**config.mk**
```make
export PLATFORM = sky130hd
export DESIGN_NAME = param_shift_reg
export DESIGN_NICKNAME = d
export VERILOG_FILES = /design/src/rtl/shift_pkg.sv /design/src/rtl/shift_step.sv /design/src/rtl/param_shift_reg.sv
export SDC_FILE = /design/constraint.sdc
export NUM_CORES = 1
export LEC_CHECK = 0
export ABC_CLOCK_PERIOD_IN_PS = 1600
export CELL_PAD_IN_SITES_DETAIL_PLACEMENT = 0
export CELL_PAD_IN_SITES_GLOBAL_PLACEMENT = 2
export CORE_ASPECT_RATIO = 2
export CORE_MARGIN = 2
export CORE_UTILIZATION = 25
export DETAILED_ROUTE_END_ITERATION = 10
export PLACE_DENSITY = 0.84
export SETUP_SLACK_MARGIN = 0.15
export SKIP_LAST_GASP = 1
export SLEW_MARGIN = 20
export SYNTH_ARGS = -nofsm -noshare
export SYNTH_HDL_FRONTEND = slang
export SYNTH_SLANG_ARGS = --single-unit
```
**constraint.sdc**
```tcl
create_clock -name clock -period 1.6 [get_ports clock]
set_input_delay 0.24 -clock clock [delete_from_list [all_inputs] [get_ports clock]]
set_output_delay 0.24 -clock clock [all_outputs]
set_load 0.1 [all_outputs]
```
**src/rtl/shift_pkg.sv**
```systemverilog
// Shared definitions for the parametrised shift register.
// Provides the 3-bit operation encoding, the shift-engine state enum and a
// helper that identifies operations usable by the multi-step engine.
package shift_pkg;

  localparam int unsigned MODE_W = 3;

  typedef logic [MODE_W-1:0] mode_t;

  localparam mode_t MODE_HOLD = 3'b000;
  localparam mode_t MODE_LOAD = 3'b001;
  localparam mode_t MODE_SHL  = 3'b010;
  localparam mode_t MODE_SHR  = 3'b011;
  localparam mode_t MODE_ASR  = 3'b100;
  localparam mode_t MODE_ROL  = 3'b101;
  localparam mode_t MODE_ROR  = 3'b110;
  localparam mode_t MODE_RSVD = 3'b111;

  typedef enum logic [1:0] {
    ST_IDLE  = 2'b00,
    ST_SHIFT = 2'b01,
    ST_DONE  = 2'b10
  } state_t;

  // True for the shift/rotate operations (010..110) the engine can repeat.
  function automatic logic is_shift_mode(input mode_t m);
    return (m >= MODE_SHL) && (m <= MODE_ROR);
  endfunction

endpackage

```
**src/rtl/shift_step.sv**
```systemverilog
// One-step shift/rotate network, purely combinational.
// Ports:
//   q        current register value
//   op       operation select (shift_pkg encoding)
//   ser_in_l fill bit entering at the MSB for logical shift right
//   ser_in_r fill bit entering at the LSB for shift left
//   next_q   register value after applying op once
// Hold, load and the reserved code pass q through; the parallel load is
// handled by the owning register.
module shift_step
  import shift_pkg::*;
#(
  parameter int unsigned WIDTH = 8
) (
  input  logic [WIDTH-1:0] q,
  input  mode_t            op,
  input  logic             ser_in_l,
  input  logic             ser_in_r,
  output logic [WIDTH-1:0] next_q
);

  always_comb begin
    next_q = q;
    unique case (op)
      MODE_SHL: next_q = {q[WIDTH-2:0], ser_in_r};
      MODE_SHR: next_q = {ser_in_l, q[WIDTH-1:1]};
      MODE_ASR: next_q = {q[WIDTH-1], q[WIDTH-1:1]};
      MODE_ROL: next_q = {q[WIDTH-2:0], q[WIDTH-1]};
      MODE_ROR: next_q = {q[0], q[WIDTH-1:1]};
      default:  next_q = q;
    endcase
  end

endmodule

```
**src/rtl/param_shift_reg.sv**
```systemverilog
// WIDTH-bit operand/result register with synchronous clear/preset, parallel
// load, single-step shift/rotate and a multi-cycle "shift by N" engine.
// Ports:
//   clock      rising-edge clock
//   reset      synchronous active-high reset, highest priority
//   clear      synchronous active-low, forces q to all-0 and aborts
//   preset     synchronous active-low, forces q to all-1 and aborts
//   en         enables single-step ops and start acceptance (IDLE only)
//   mode       operation select (shift_pkg encoding)
//   d          parallel load data
//   ser_in_l   MSB fill bit for logical shift right
//   ser_in_r   LSB fill bit for shift left
//   start      request a multi-step shift of `amount` steps
//   amount     step count for start (0..2^AMT_W-1)
//   q          register contents
//   ser_out_l  q[WIDTH-1], combinational
//   ser_out_r  q[0], combinational
//   busy       registered, high while further steps remain
//   done       registered, one-cycle pulse after the final step
module param_shift_reg
  import shift_pkg::*;
#(
  parameter int unsigned WIDTH = 8,
  parameter int unsigned AMT_W = $clog2(WIDTH) + 1
) (
  input  logic             clock,
  input  logic             reset,
  input  logic             clear,
  input  logic             preset,
  input  logic             en,
  input  mode_t            mode,
  input  logic [WIDTH-1:0] d,
  input  logic             ser_in_l,
  input  logic             ser_in_r,
  input  logic             start,
  input  logic [AMT_W-1:0] amount,
  output logic [WIDTH-1:0] q,
  output logic             ser_out_l,
  output logic             ser_out_r,
  output logic             busy,
  output logic             done
);

  state_t           state;
  mode_t            op_r;
  logic [AMT_W-1:0] cnt;
  mode_t            step_op;
  logic [WIDTH-1:0] step_q;

  // A single step network serves both paths: the latched op while the
  // engine runs, the live mode otherwise.
  assign step_op = (state == ST_SHIFT) ? op_r : mode;

  shift_step #(
    .WIDTH (WIDTH)
  ) u_step (
    .q        (q),
    .op       (step_op),
    .ser_in_l (ser_in_l),
    .ser_in_r (ser_in_r),
    .next_q   (step_q)
  );

  assign ser_out_l = q[WIDTH-1];
  assign ser_out_r = q[0];

  // Register, engine state and handshake outputs.
  always_ff @(posedge clock) begin
    if (reset) begin
      q     <= '0;
      state <= ST_IDLE;
      op_r  <= MODE_HOLD;
      cnt   <= '0;
      busy  <= 1'b0;
      done  <= 1'b0;
    end else if (!clear) begin
      q     <= '0;
      state <= ST_IDLE;
      cnt   <= '0;
      busy  <= 1'b0;
      done  <= 1'b0;
    end else if (!preset) begin
      q     <= '1;
      state <= ST_IDLE;
      cnt   <= '0;
      busy  <= 1'b0;
      done  <= 1'b0;
    end else begin
      unique case (state)
        ST_IDLE: begin
          busy <= 1'b0;
          done <= 1'b0;
          if (en) begin
            if (start && is_shift_mode(mode)) begin
              op_r <= mode;
              if (amount == '0) begin
                // Zero-length request: no step, just the completion pulse.
                cnt   <= '0;
                state <= ST_DONE;
                done  <= 1'b1;
              end else begin
                // First step lands on the accepting edge.
                q   <= step_q;
                cnt <= amount - AMT_W'(1);
                if (amount == AMT_W'(1)) begin
                  state <= ST_DONE;
                  done  <= 1'b1;
                end else begin
                  state <= ST_SHIFT;
                  busy  <= 1'b1;
                end
              end
            end else if (mode == MODE_LOAD) begin
              q <= d;
            end else begin
              q <= step_q;
            end
          end
        end

        ST_SHIFT: begin
          q   <= step_q;
          cnt <= cnt - AMT_W'(1);
          // cnt holds the steps still owed; 1 means this edge is the last.
          if (cnt == AMT_W'(1)) begin
            state <= ST_DONE;
            busy  <= 1'b0;
            done  <= 1'b1;
          end
        end

        ST_DONE: begin
          state <= ST_IDLE;
          busy  <= 1'b0;
          done  <= 1'b0;
        end

        default: begin
          state <= ST_IDLE;
          busy  <= 1'b0;
          done  <= 1'b0;
        end
      endcase
    end
  end

endmodule

```
==> impl_metrics.toml <==
[place]
dp.final_hpwl_um = 4330
io_buffers = 34
final_weighted_congestion_of_routability_driven_global_placement = 0.821
place_worst_setup_slack_ns = -0.453

[clocking]
clock_tree.htree_level_count = 1
tritoncts_clock_tree = "built"
cts.root.buffer_cell = "sky130_fd_sc_hd__clkbuf_16"
cts_sink_count = 19
hold_buffers = 0
insertion_delay_ns = 0.25
cts_made_buffers = 3
cts.path.max_buffers = 2
clk_transition_reported_paths_ns = 0.06

[layout]
number_of_fillers_in_the_final_layout = 576
final_net_count = 307
post_route_cells_drive_above_1_share = 0.431
diodes = 0
syn_to_final_growth_pct = 80.1

[worst_setup_path]
critical_path_class = "flop to flop"
critical_path.startpoint_type = "flop"
setup.worst_path.end_class = "flop"
worst-endpoint-required_ns = 1.74
critical_path.max_fanout = 5
cp.arrival_ns = 1.81

[timing]
fmax_mhz = 599
finalSetupViolations = 8
slew-limit-headroom = 0.717
finalHoldViolations = 0
setup_total_negative_slack_ns = -0.342
drv_slew = 0
finalWorstPathRequiredPeriod_ns = 1.67
worst_slack_ns = -0.0701
timing_worst_slew_pin_value_ns = 0.418
grt_setup_unrepaired = "yes"
finalClockSkew_ns = 0.00215
final.period_utilization = 1.04
final.hold.worst_slack_ns = 0.494

[floorplan]
die_h_um = 115
rows = 40
fp.coreArea_um2 = 5960
chipWidth_um = 59.5
initial_core_utilization = 0.258
top_level_ports = 35
die-area_um2 = 6830

[route]
routed_wire_length_um = 5910
route.detailed.wl_per_inst_um = 17.2
detail_route.vias_per_cell = 5.65
ant_nets = 0
drtIter0Drc = 81
detailedRoute.firstPassIterationCount = 4
dr_total_vias = 1945
detail_route.drc_violations = 0

[global_route]
antenna_found_initial = 0
grt_pass1_vias = 1933
wire_length_of_the_first_global_routing_pass_um = 9340
grt-ovfl-total = 0
global_route.usage.total = 0.176
maximum_number_of_pins_on_one_net_before_global_route_repair = 15

[logic_synthesis]
synth_edf_count = 0
ys_types = 47
ys_seq_area_frac = 0.247
syn_nets = 234
post_synth_most_frequent_cells = "sky130_fd_sc_hd__dfxtp_1, sky130_fd_sc_hd__nand2_1, sky130_fd_sc_hd__a21oi_1"
ys_warn_count = 0
ffs_latches_synth = 19
netlist.area_leader.share = 0.247
synth.avg_cell_area_um2 = 7.36
synthCells = 209
yosys-top-cells-area = "sky130_fd_sc_hd__dfxtp_1, sky130_fd_sc_hd__mux2i_1, sky130_fd_sc_hd__a211oi_1"
postSynth.topFlopCell = "sky130_fd_sc_hd__dfxtp_1"
netlist_area_pre_place_um2 = 1540
synth_top_area_cell = "sky130_fd_sc_hd__dfxtp_1"
asyncSetResetFlopFracSynth = 0

[pwr]
leakagePower_nw = 1.02
irDropWorstVdd_uv = 414
p_per_area_nw_per_um2 = 588

[job]
drv_cap = 0

[outcome]
outcome = "complete, but fails checks"
failed_checks = "negative setup slack"

[worst_hold_path]
worstHoldPathType = "flop to flop"
-- layout make-up --
type / count / area [µm²] / share of cell area
multi-input cells: 163 / 1290 / 0.466
clock buffers: 4 / 78.8 / 0.0285
well taps: 63 / 78.8 / 0.0285
repair buffers: 86 / 893 / 0.323
inverters: 9 / 33.8 / 0.0122
flip-flops and latches: 19 / 394 / 0.142
-- kinds of logic (layout without fill, tap and decap cells) --
| logic type | Yosys count | after routing | synth area share |
|---|---|---|---|
| AO/OA/AOI/OAI | 62 | 62 | 0.263 |
| multiplexers | 9 | 9 | 0.0594 |
| adder cells (fa/ha/maj) | 2 | 2 | 0.0163 |
| buffers and inverters | 27 | 99 | 0.0838 |
| AND/OR/NAND/NOR | 90 | 90 | 0.330 |
| flip-flops | 19 | 19 | 0.247 |
-- cells in the final DEF (no fill, tap or decap), types with 4 or more instances in the layout --
cell / synthesis / final
sky130_fd_sc_hd__a211oi_1: 10 / 4
sky130_fd_sc_hd__a211oi_2: 0 / 6
sky130_fd_sc_hd__a21oi_1: 15 / 8
sky130_fd_sc_hd__a21oi_2: 0 / 6
sky130_fd_sc_hd__a22oi_2: 0 / 4
sky130_fd_sc_hd__buf_12: 0 / 12
sky130_fd_sc_hd__buf_4: 3 / 39
sky130_fd_sc_hd__buf_6: 1 / 13
sky130_fd_sc_hd__clkdlybuf4s50_1: 0 / 17
sky130_fd_sc_hd__dfxtp_1: 19 / 10
sky130_fd_sc_hd__dfxtp_2: 0 / 8
sky130_fd_sc_hd__dlygate4sd2_1: 0 / 5
sky130_fd_sc_hd__inv_1: 9 / 9
sky130_fd_sc_hd__mux2i_1: 8 / 5
sky130_fd_sc_hd__nand2_1: 19 / 18
sky130_fd_sc_hd__nand3_1: 8 / 7
sky130_fd_sc_hd__nand4_1: 7 / 7
sky130_fd_sc_hd__nor2_1: 11 / 10
sky130_fd_sc_hd__nor3_1: 14 / 13
sky130_fd_sc_hd__nor3b_1: 6 / 6
sky130_fd_sc_hd__nor4_1: 9 / 6
sky130_fd_sc_hd__o21ai_0: 11 / 9
-- what timing repair did --
| action | 4_1_cts | 5_1_grt |
|---|---|---|
| gates resized for setup | 47 | 21 |
| setup endpoints to repair | 17 | 19 |
| buffers inserted | 6 | 2 |
| pin swaps | 13 | 10 |
-- worst paths after layout --
check / from / end / slack, ns / cells past startpoint
worst max-delay path: state[1] / q[7] / -0.07 / 5
worst min-delay path: busy / busy / 0.49 / 2
worst max register to register: state[1] / q[7] / -0.07 / 5
worst min register to register: busy / busy / 0.49 / 2
-- sequential cells by signal (all words and copies together), names as in the netlist --
signal and flops:
q 8, done 1, cnt 4, op_r 3, busy 1, state 2
-- layer usage --
metal  track usage  vias up  routed length (µm)
li1              -      938                   -
met3        0.0247       18                 175
met5             0        -                   0
met1         0.188      943                2200
met4        0.0667        0                 145
met2         0.332       46                3390
-- where the power goes --
part	switching, mW	internal, mW	leakage [nW]	total [mW]
Sequential	0.0376	0.490	0.158	0.527
Combinational	0.314	0.257	0.827	0.572
Clock	0.189	0.339	0.0382	0.528
Total	0.541	1.09	1.02	1.63
-- worst max-delay path, stage by stage (launching register included) --
cell and delay (ns):
sky130_fd_sc_hd__dfxtp_4 0.38, sky130_fd_sc_hd__nand2b_4 0.17, sky130_fd_sc_hd__mux2i_4 0.31, sky130_fd_sc_hd__mux2_4 0.32, sky130_fd_sc_hd__a222oi_1 0.28, sky130_fd_sc_hd__o2bb2ai_1 0.09
-- through the flow --
step	instances	total power, mW	area [µm²]	utilization
floorplan	209	0.805	1600	-
global placement	332	1.04	2360	0.396
detailed placement	332	1.04	2360	0.396
CTS	342	1.62	2660	0.446
global route	344	1.70	2770	0.465
finish	344	1.63	2770	0.465
Power figures use the tool's default switching activity.
